File: src/rtl/gpio_ctrl_pkg.sv
// gpio_ctrl shared definitions.
// Register word indices, also used by bus decode and firmware headers.
package gpio_ctrl_pkg;

  localparam int ADDR_W = 4;

  typedef enum logic [ADDR_W-1:0] {
    ADDR_DIR     = 4'd0,
    ADDR_OUT     = 4'd1,
    ADDR_OUT_SET = 4'd2,
    ADDR_OUT_CLR = 4'd3,
    ADDR_OUT_TGL = 4'd4,
    ADDR_IN      = 4'd5,
    ADDR_RISE_EN = 4'd6,
    ADDR_FALL_EN = 4'd7,
    ADDR_STAT    = 4'd8
  } gpio_addr_e;

endpackage

File: src/rtl/gpio_ctrl_if.sv
// Data-memory bus slice seen by gpio_ctrl.
// One word per register, strobed reads and writes.
interface gpio_ctrl_if
  import gpio_ctrl_pkg::*;
#(
  parameter int DW = 32
);

  logic [ADDR_W-1:0] i_addr;
  logic              i_we;
  logic              i_re;
  logic [DW-1:0]     i_wdata;
  logic [DW-1:0]     o_rdata;
  logic              o_rvalid;

  modport master (
    output i_addr, i_we, i_re, i_wdata,
    input  o_rdata, o_rvalid
  );

  modport slave (
    input  i_addr, i_we, i_re, i_wdata,
    output o_rdata, o_rvalid
  );

endinterface

File: src/rtl/gpio_edge_detect.sv
// Pin resynchroniser and per-pin edge detector.
// Edges are masked until two clocks after reset release.
module gpio_edge_detect #(
  parameter int N = 15
) (
  input  logic       clk_i,
  input  logic       rst_i,
  input  logic [N:0] pin_i,
  output logic [N:0] sync_o,
  output logic [N:0] rise_o,
  output logic [N:0] fall_o
);

  logic [N:0] s_q;
  logic [N:0] p_q;
  logic       arm_q;
  logic       valid_q;

  always_ff @(posedge clk_i or posedge rst_i) begin
    if (rst_i) begin
      s_q     <= '0;
      p_q     <= '0;
      arm_q   <= 1'b0;
      valid_q <= 1'b0;
    end else begin
      s_q     <= pin_i;
      p_q     <= s_q;
      arm_q   <= 1'b1;
      valid_q <= arm_q;
    end
  end

  // p_q still holds the reset value until valid_q is up
  assign sync_o = s_q;
  assign rise_o = valid_q ? (s_q & ~p_q) : '0;
  assign fall_o = valid_q ? (~s_q & p_q) : '0;

endmodule

File: src/rtl/gpio_ctrl.sv
// Memory-mapped GPIO controller: direction/output registers,
// input resync, edge status and a level interrupt.
module gpio_ctrl
  import gpio_ctrl_pkg::*;
#(
  parameter int N  = 15,
  parameter int DW = 32
) (
  input  logic        i_clk,
  input  logic        i_rst,
  gpio_ctrl_if.slave  bus,
  output logic [N:0]  o_gpio_dir,
  output logic [N:0]  o_gpio_out,
  input  logic [N:0]  i_gpio_in,
  output logic        o_irq
);

  logic [N:0]    dir_q, dir_d;
  logic [N:0]    out_q, out_d;
  logic [N:0]    ren_q, ren_d;
  logic [N:0]    fen_q, fen_d;
  logic [N:0]    stat_q, stat_d;
  logic [DW-1:0] rdata_q, rdata_d;
  logic          rvalid_q;
  logic          irq_q;

  logic [N:0] sync;
  logic [N:0] rise;
  logic [N:0] fall;
  logic [N:0] wd;
  logic [N:0] clr;
  logic [N:0] rd_val;
  logic       unused_wdata;

  gpio_edge_detect #(.N(N)) u_edge (
    .clk_i  (i_clk),
    .rst_i  (i_rst),
    .pin_i  (i_gpio_in),
    .sync_o (sync),
    .rise_o (rise),
    .fall_o (fall)
  );

  assign wd           = bus.i_wdata[N:0];
  assign unused_wdata = ^bus.i_wdata[DW-1:N+1];

  always_comb begin
    dir_d = dir_q;
    out_d = out_q;
    ren_d = ren_q;
    fen_d = fen_q;
    clr   = '0;
    if (bus.i_we) begin
      case (bus.i_addr)
        ADDR_DIR:     dir_d = wd;
        ADDR_OUT:     out_d = wd;
        ADDR_OUT_SET: out_d = out_q | wd;
        ADDR_OUT_CLR: out_d = out_q & ~wd;
        ADDR_OUT_TGL: out_d = out_q ^ wd;
        ADDR_RISE_EN: ren_d = wd;
        ADDR_FALL_EN: fen_d = wd;
        ADDR_STAT:    clr   = wd;
        default:      ;
      endcase
    end
    // new edges override a same-cycle clear
    stat_d = (stat_q & ~clr)
           | (rise & ren_q)
           | (fall & fen_q);
  end

  always_comb begin
    rd_val = '0;
    case (bus.i_addr)
      ADDR_DIR:     rd_val = dir_q;
      ADDR_OUT:     rd_val = out_q;
      ADDR_IN:      rd_val = sync;
      ADDR_RISE_EN: rd_val = ren_q;
      ADDR_FALL_EN: rd_val = fen_q;
      ADDR_STAT:    rd_val = stat_q;
      default:      rd_val = '0;
    endcase
    rdata_d = bus.i_re ? DW'(rd_val) : rdata_q;
  end

  always_ff @(posedge i_clk or posedge i_rst) begin
    if (i_rst) begin
      dir_q    <= '0;
      out_q    <= '0;
      ren_q    <= '0;
      fen_q    <= '0;
      stat_q   <= '0;
      rdata_q  <= '0;
      rvalid_q <= 1'b0;
      irq_q    <= 1'b0;
    end else begin
      dir_q    <= dir_d;
      out_q    <= out_d;
      ren_q    <= ren_d;
      fen_q    <= fen_d;
      stat_q   <= stat_d;
      rdata_q  <= rdata_d;
      rvalid_q <= bus.i_re;
      irq_q    <= |stat_q;
    end
  end

  assign bus.o_rdata  = rdata_q;
  assign bus.o_rvalid = rvalid_q;
  assign o_gpio_dir   = dir_q;
  assign o_gpio_out   = out_q;
  assign o_irq        = irq_q;

endmodule

File: src/flat_wrapper.sv
// flat-port wrapper written by rule: the top's interface ports become plain ports
module gpio_ctrl_flat import gpio_ctrl_pkg::*;
#(
  parameter int N  = 15,
  parameter int DW = 32
)
  (i_clk, i_rst, o_gpio_dir, o_gpio_out, i_gpio_in, o_irq, bus_i_addr, bus_i_we, bus_i_re, bus_i_wdata, bus_o_rdata, bus_o_rvalid);
  gpio_ctrl_if #(.DW(DW)) bus_i ();
  input  logic i_clk;
  input  logic i_rst;
  output logic [N:0] o_gpio_dir;
  output logic [N:0] o_gpio_out;
  input  logic [N:0] i_gpio_in;
  output logic o_irq;
  input wire logic [$bits(bus_i.i_addr)-1:0] bus_i_addr;
  input wire logic [$bits(bus_i.i_we)-1:0] bus_i_we;
  input wire logic [$bits(bus_i.i_re)-1:0] bus_i_re;
  input wire logic [$bits(bus_i.i_wdata)-1:0] bus_i_wdata;
  output wire logic [$bits(bus_i.o_rdata)-1:0] bus_o_rdata;
  output wire logic [$bits(bus_i.o_rvalid)-1:0] bus_o_rvalid;
  assign bus_i.i_addr = bus_i_addr;
  assign bus_i.i_we = bus_i_we;
  assign bus_i.i_re = bus_i_re;
  assign bus_i.i_wdata = bus_i_wdata;
  assign bus_o_rdata = bus_i.o_rdata;
  assign bus_o_rvalid = bus_i.o_rvalid;
  gpio_ctrl #(.N(N), .DW(DW)) u_core (.i_clk(i_clk), .i_rst(i_rst), .bus(bus_i), .o_gpio_dir(o_gpio_dir), .o_gpio_out(o_gpio_out), .i_gpio_in(i_gpio_in), .o_irq(o_irq));
endmodule
File: config.mk
export PLATFORM = sky130hd
export DESIGN_NAME = gpio_ctrl_flat
export DESIGN_NICKNAME = d
export VERILOG_FILES = /design/src/rtl/gpio_ctrl_pkg.sv /design/src/rtl/gpio_ctrl_if.sv /design/src/rtl/gpio_edge_detect.sv /design/src/rtl/gpio_ctrl.sv /design/src/flat_wrapper.sv
export SDC_FILE = /design/constraint.sdc
export NUM_CORES = 1
export LEC_CHECK = 0
export CELL_PAD_IN_SITES_DETAIL_PLACEMENT = 1
export CELL_PAD_IN_SITES_GLOBAL_PLACEMENT = 2
export CORE_MARGIN = 2
export CORE_UTILIZATION = 25
export DETAILED_ROUTE_END_ITERATION = 8
export DONT_BUFFER_PORTS = 1
export GPL_ROUTABILITY_DRIVEN = 0
export PLACE_DENSITY = 0.5
export SYNTH_ARGS = -nofsm -noshare
export SYNTH_HDL_FRONTEND = slang
export SYNTH_SLANG_ARGS = --single-unit
export TNS_END_PERCENT = 10
File: constraint.sdc
create_clock -name i_clk -period 4.6 [get_ports i_clk]
set_input_delay 0.69 -clock i_clk [delete_from_list [all_inputs] [get_ports i_clk]]
set_output_delay 0.69 -clock i_clk [all_outputs]
set_load 0.005 [all_outputs]
Word-level counts from Yosys, hierarchy flattened. Cells that the tools add are included.

Memories: 0. Output and inout bits: 66. Bits of input ports: 56. Memory bits (read-only): 0. Latch bits: 0. Flip-flop bits (word level): 132. Logic and storage cells: 47. Memory bits (writable): 0.

Add/sub/neg operators: 0. Divide/modulo/power cells: 0. Muxes and demuxes: 6. Bitwise logic cells: 14. Shift-type cells: 0. $lt $le $gt $ge: 0. Multipliers: 0. Equal/unequal tests: 8. Reduce and logical (&&, ||, !) cells: 7.

Operators with widths (count): $and A16 B16 Y16 (6); $pmux W16 S6 (1); $mux W16 (4); $not A16 Y16 (4); $pmux W16 S4 (1); $or A16 B16 Y16 (3); $eq A4 B3 Y1 const B (4); $reduce_or A16 Y1 (1); $xor A16 B16 Y16 (1); $eq A4 B2 Y1 const B (2); $reduce_and A2 Y1 (4); $eq A4 B1 Y1 const B (1); $eq A4 B4 Y1 const B (1); $logic_not A4 Y1 (1); $reduce_bool A4 Y1 (1).

Longest topological paths before layout.
Depth in word-level cells: 7. Mapped depth: 8.

Modules after synthesis. Synthesis repeated with hierarchy kept, for this count alone.

Cell total of the unflattened synthesis: 649. Area, all modules: 6972.9 sq um.

By module, submodules not included: gpio_ctrl (instances 1, area an instance 5783.0 sq um, cells each 578); gpio_edge_detect (instances 1, area an instance 1189.9 sq um, cells each 71).

Least setup slack after synthesis. OpenSTA, ideal clock, no wires.

Kind: input -> register. Start: in bus_i_addr[2]. End: reg u_core.ren_q[0]. Data required time: 4475 ps. Library setup time: 125 ps. Arrival: 2040 ps. Path buffers: 4. Slack: 2435 ps. Cell stages on the path: 7. Path through: clkbuf_2 > and3b_1 > clkbuf_1 > and3_1 > buf_2 > buf_4 > mux2_2.

Longest elaborated chain between the ends: 2.

Ends and longest elaborated chain: from (decl) (RTL line flat_wrapper.sv:15) `input wire logic [$bits(bus_i.i_addr)-1:0] bus_i_addr;`; $eq A4 B3 Y1 (RTL line gpio_ctrl.sv:54) `case (bus.i_addr)`; $reduce_and A2 Y1 (no line); to (signal assigned) (RTL line gpio_ctrl.sv:99) `ren_q <= ren_d;`; to (decl) (RTL line gpio_ctrl.sv:20) `logic [N:0] ren_q, ren_d;`.

No other way between the ends. A chain may end at the register's enable or synchronous reset.

Worst setup path after layout.
Start: in bus_i_addr[0]. End: reg u_core.rdata_q[3] (netlist: u_core.bus.o_rdata[3]).

Longest elaborated chain between the ends: 2. Elaborated cells between the ends (all ways): 7.

Ends and longest elaborated chain: $eq A4 B4 Y1 (tied with other cells) (RTL line gpio_ctrl.sv:74) `case (bus.i_addr)`; $pmux W16 S6 (*) (RTL line gpio_ctrl.sv:74); to (signal assigned) (RTL line gpio_ctrl.sv:102) `rdata_q <= rdata_d;`; to (decl) (RTL line gpio_ctrl.sv:23) `logic [DW-1:0] rdata_q, rdata_d;`.

Every way passes the cells marked *; elsewhere a longest branch is shown, timed or not.

==> metrics.md <==
| Metric | Value |
|---|---|
| Clock Skews | `0.009395 ns` |
| Post-Place Cells | `961` |
| Initial core utilization | `25.33%` |
| Cell area power density | `roughly 440 nW/um^2` |
| Setup crit start kind | `input port` |
| Wire per inst | `24.73 um` |
| Sequential share of power | `a little under half` |
| Unique masters post-synth | `46` |
| Max-cap violations | `0` |
| I/O Buffers | `0` |
| Worst hold slack | `0.2777 ns` |
| Max Transition Viols Final | `0` |
| Minimum clock period | `2.036 ns` |
| Initial antenna violation count | `0` |
| Ys flop type | `dfrtp_1` |
| Number of global-route vias before repair | `5,632` |
| Commonest non-fill, non-tap cells in the layout | `dfrtp_1 (132), o21ai_0 (72), nand2_1 (67)` |
| Placeable Area | `26,880 um^2` |
| Leading area contributor after synthesis | `dfrtp_1` |
| DRT iter0 DRCs | `237` |
| Vias | `5,114` |
| Most common cell after layout, fill and taps aside | `dfrtp_1` |
| Via-to-Cell Ratio | `5.150` |
| GRT Total Usage | `17.81%` |
| Leakage power | `between 3 and 4 nW` |
| Post-layout instance count excluding filler cells | `993` |
| CP arrival | `2.36 ns` |
| Setup repair bufs after CTS | `0` |
| Final setup vio count | `0` |
| Largest net degree at the start of global routing | `79` |
| CTS H-tree depth | `4` |
| Clock group share of total power | `39.6%` |
| HPWL Detailed | `15,360 um` |
| Tightest Pin Transition | `about 1.2 ns` |
| Sw power | `about 1 mW` |
| Int Power | `~2.3 mW` |
| CTS clock-pin slew for the worst setup and hold paths | `0.06 ns` |
| TritonCTS clock tree | `done` |
| Avg Cell Area, Syn | `10.44 um^2` |
| Die X | `169.0 um` |
| Switching part of the total power | `30.46%` |
| R2r setup slk | `3.17 ns` |
| Asr flop ratio synth | `100.0%` |
| First-pass GRT wire length | `roughly 37,000 um` |
| Fmax | `491.2 MHz` |
| Worst hold path type | `in -> async` |
| Diodes inserted | `0` |
| Crit path required time | `4.92 ns` |
| Status | `finished, final reports clean` |
| Fill count | `3,012` |
| Cts bufs inserted | `17` |
| CTS Hold Bufs | `0` |
| EDFF count, synth | `0` |
| Mapped cell area | `6808 um^2` |
| IO Count | `122` |
| Synthesized netlist cell count | `652` |
| Yosys warnings | `0` |
| Comb pwr share | `13.9%` |
| Share of layout cells above drive strength 1 | `between 10% and 20%` |
| Die area | `28,570 um^2` |
| Fin crit share | `44.26%` |
| VDD IR max | `0.2256 mV` |
| CTS Buffer Depth | `2` |
| Root Driver | `clkbuf_16` |
| Synth area leaders | `dfrtp_1 (49%), ha_1 (5.9%), o21ai_0 (5.3%)` |
| Final ANT Viol Nets | `0` |
| Area share of the largest cell type after synthesis | `48.52%` |
| Row cnt | `60` |
| DRC | `0` |
| Die height | `169.0 um` |
| Worst skew pair latency | `0.42 ns` |
| Crit-path max FO | `53` |
| Crit end category | `register` |
| Yosys reg bits | `132` |
| Slew margin rel. | `17.76%` |
| RSZ-0062 raised after global routing | `false` |
| CP Class | `in -> reg` |
| Drt pass-1 iters | `4` |
| Hold Vio Cnt, Final | `0` |
| Final WL | `roughly 25,000 um` |
| Total grt overflow | `0` |
| Clock sinks | `132` |
| PostCTS Resize Cnt | `0` |
| Post-synthesis sequential area ratio | `48.52%` |
| Setup tns final | `0 ns` |
| Layout Nets | `approximately 730` |
| Synth-to-Final Area Change | `12.09%` |
## cells by family (layout without fill, tap and decap cells)
group	count (synthesis)	count (layout)	share of synthesized area, %
AOI/OAI and AO/OA	194	194	19.57
and+or+nand+nor	145	145	11.38
DFF	132	132	48.52
buffers and inverters	102	87	6.965
muxes	45	45	7.572
adders and majority gates	32	32	5.881
other	2	17	0.1103
## sequential cells by signal (all words and copies together) (netlist names)
signal                 cells
u_core.u_edge.sync_o      16
u_core.ren_q              16
u_core.u_edge.valid_q      1
u_core.u_edge.arm_q        1
u_core.fen_q              16
u_core.bus.o_rvalid        1
u_core.o_gpio_dir         16
u_core.stat_q             16
u_core.u_edge.p_q         16
u_core.bus.o_rdata        16
u_core.o_irq               1
u_core.o_gpio_out         16
## cell type report
| class | instances | area, um^2 | share of cell area, % |
|---|---|---|---|
| repair buffers | 9 | 67.56 | 0.8854 |
| multi-input cells | 433 | 3098 | 40.60 |
| flip-flops and latches | 132 | 3303 | 43.29 |
| clock inverters | 14 | 128.9 | 1.689 |
| clock buffers | 18 | 429.2 | 5.624 |
| well taps | 341 | 426.7 | 5.591 |
| inverters | 46 | 177.7 | 2.328 |
## critical path, stage by stage
cell      delay, ns
mux2_2         0.32
o21ai_2        0.10
buf_4          0.25
nand2_1        0.59
o221ai_1       0.39
## routing by layer
layer	global-route usage (%)	part of all wire (%)	wire, um	vias up
met2	29.08	48	11770	118
met4	4.162	1.1	275	0
met1	24.11	46	11390	2686
met3	3.951	4.6	1122	20
met5	0	0	0	-
li1	-	-	-	2290
## synth_stat cells (10+ instances only)
cell	count
mux2i_1	11
nand3b_1	17
nand2b_1	16
ha_1	32
mux2_2	28
a21oi_1	21
buf_4	17
nand2_1	67
inv_1	45
a22oi_1	10
dfrtp_1	132
clkbuf_1	23
nor2b_1	12
a22o_1	32
a32o_1	17
o21ai_0	72
## path summary, 6_finish.rpt
kind | to | depth (start not counted) | startpoint
min reg2reg | u_core.u_edge.valid_q | 0 | u_core.u_edge.arm_q
min | u_core.u_edge.sync_o[13] | 1 | i_rst
max reg2reg | u_core.o_irq | 2 | u_core.stat_q[14]
max | u_core.bus.o_rdata[3] | 5 | bus_i_addr[0]
min in group i_clk | u_core.u_edge.sync_o[10] | 0 | i_gpio_in[10]
max in group asynchronous | u_core.o_gpio_out[1] | 2 | i_rst
## power by group through the flow
| stage | Combinational (mW) | Sequential [mW] | Clock, mW |
|---|---|---|---|
| after CTS | 0.477 | 1.57 | 1.37 |
| final | 0.467 | 1.56 | 1.33 |
| after floorplan | 0.396 | 1.50 | 0 |
| after global placement | 0.453 | 1.58 | 0 |
| after detailed placement | 0.475 | 1.59 | 0 |
| after global routing | 0.536 | 1.60 | 1.42 |
## per-stage QoR
step	utilization, %	area (um^2)	setup slack, ns	power, mW
floorplan	-	6864	0.3840	1.898
global placement	26.32	7073	2.056	2.033
detailed placement	26.32	7073	2.029	2.064
CTS	28.39	7631	2.481	3.416
global route	28.39	7631	2.416	3.553
finish	28.39	7631	2.564	3.362
No activity file was read; power rests on OpenSTA's default activity.
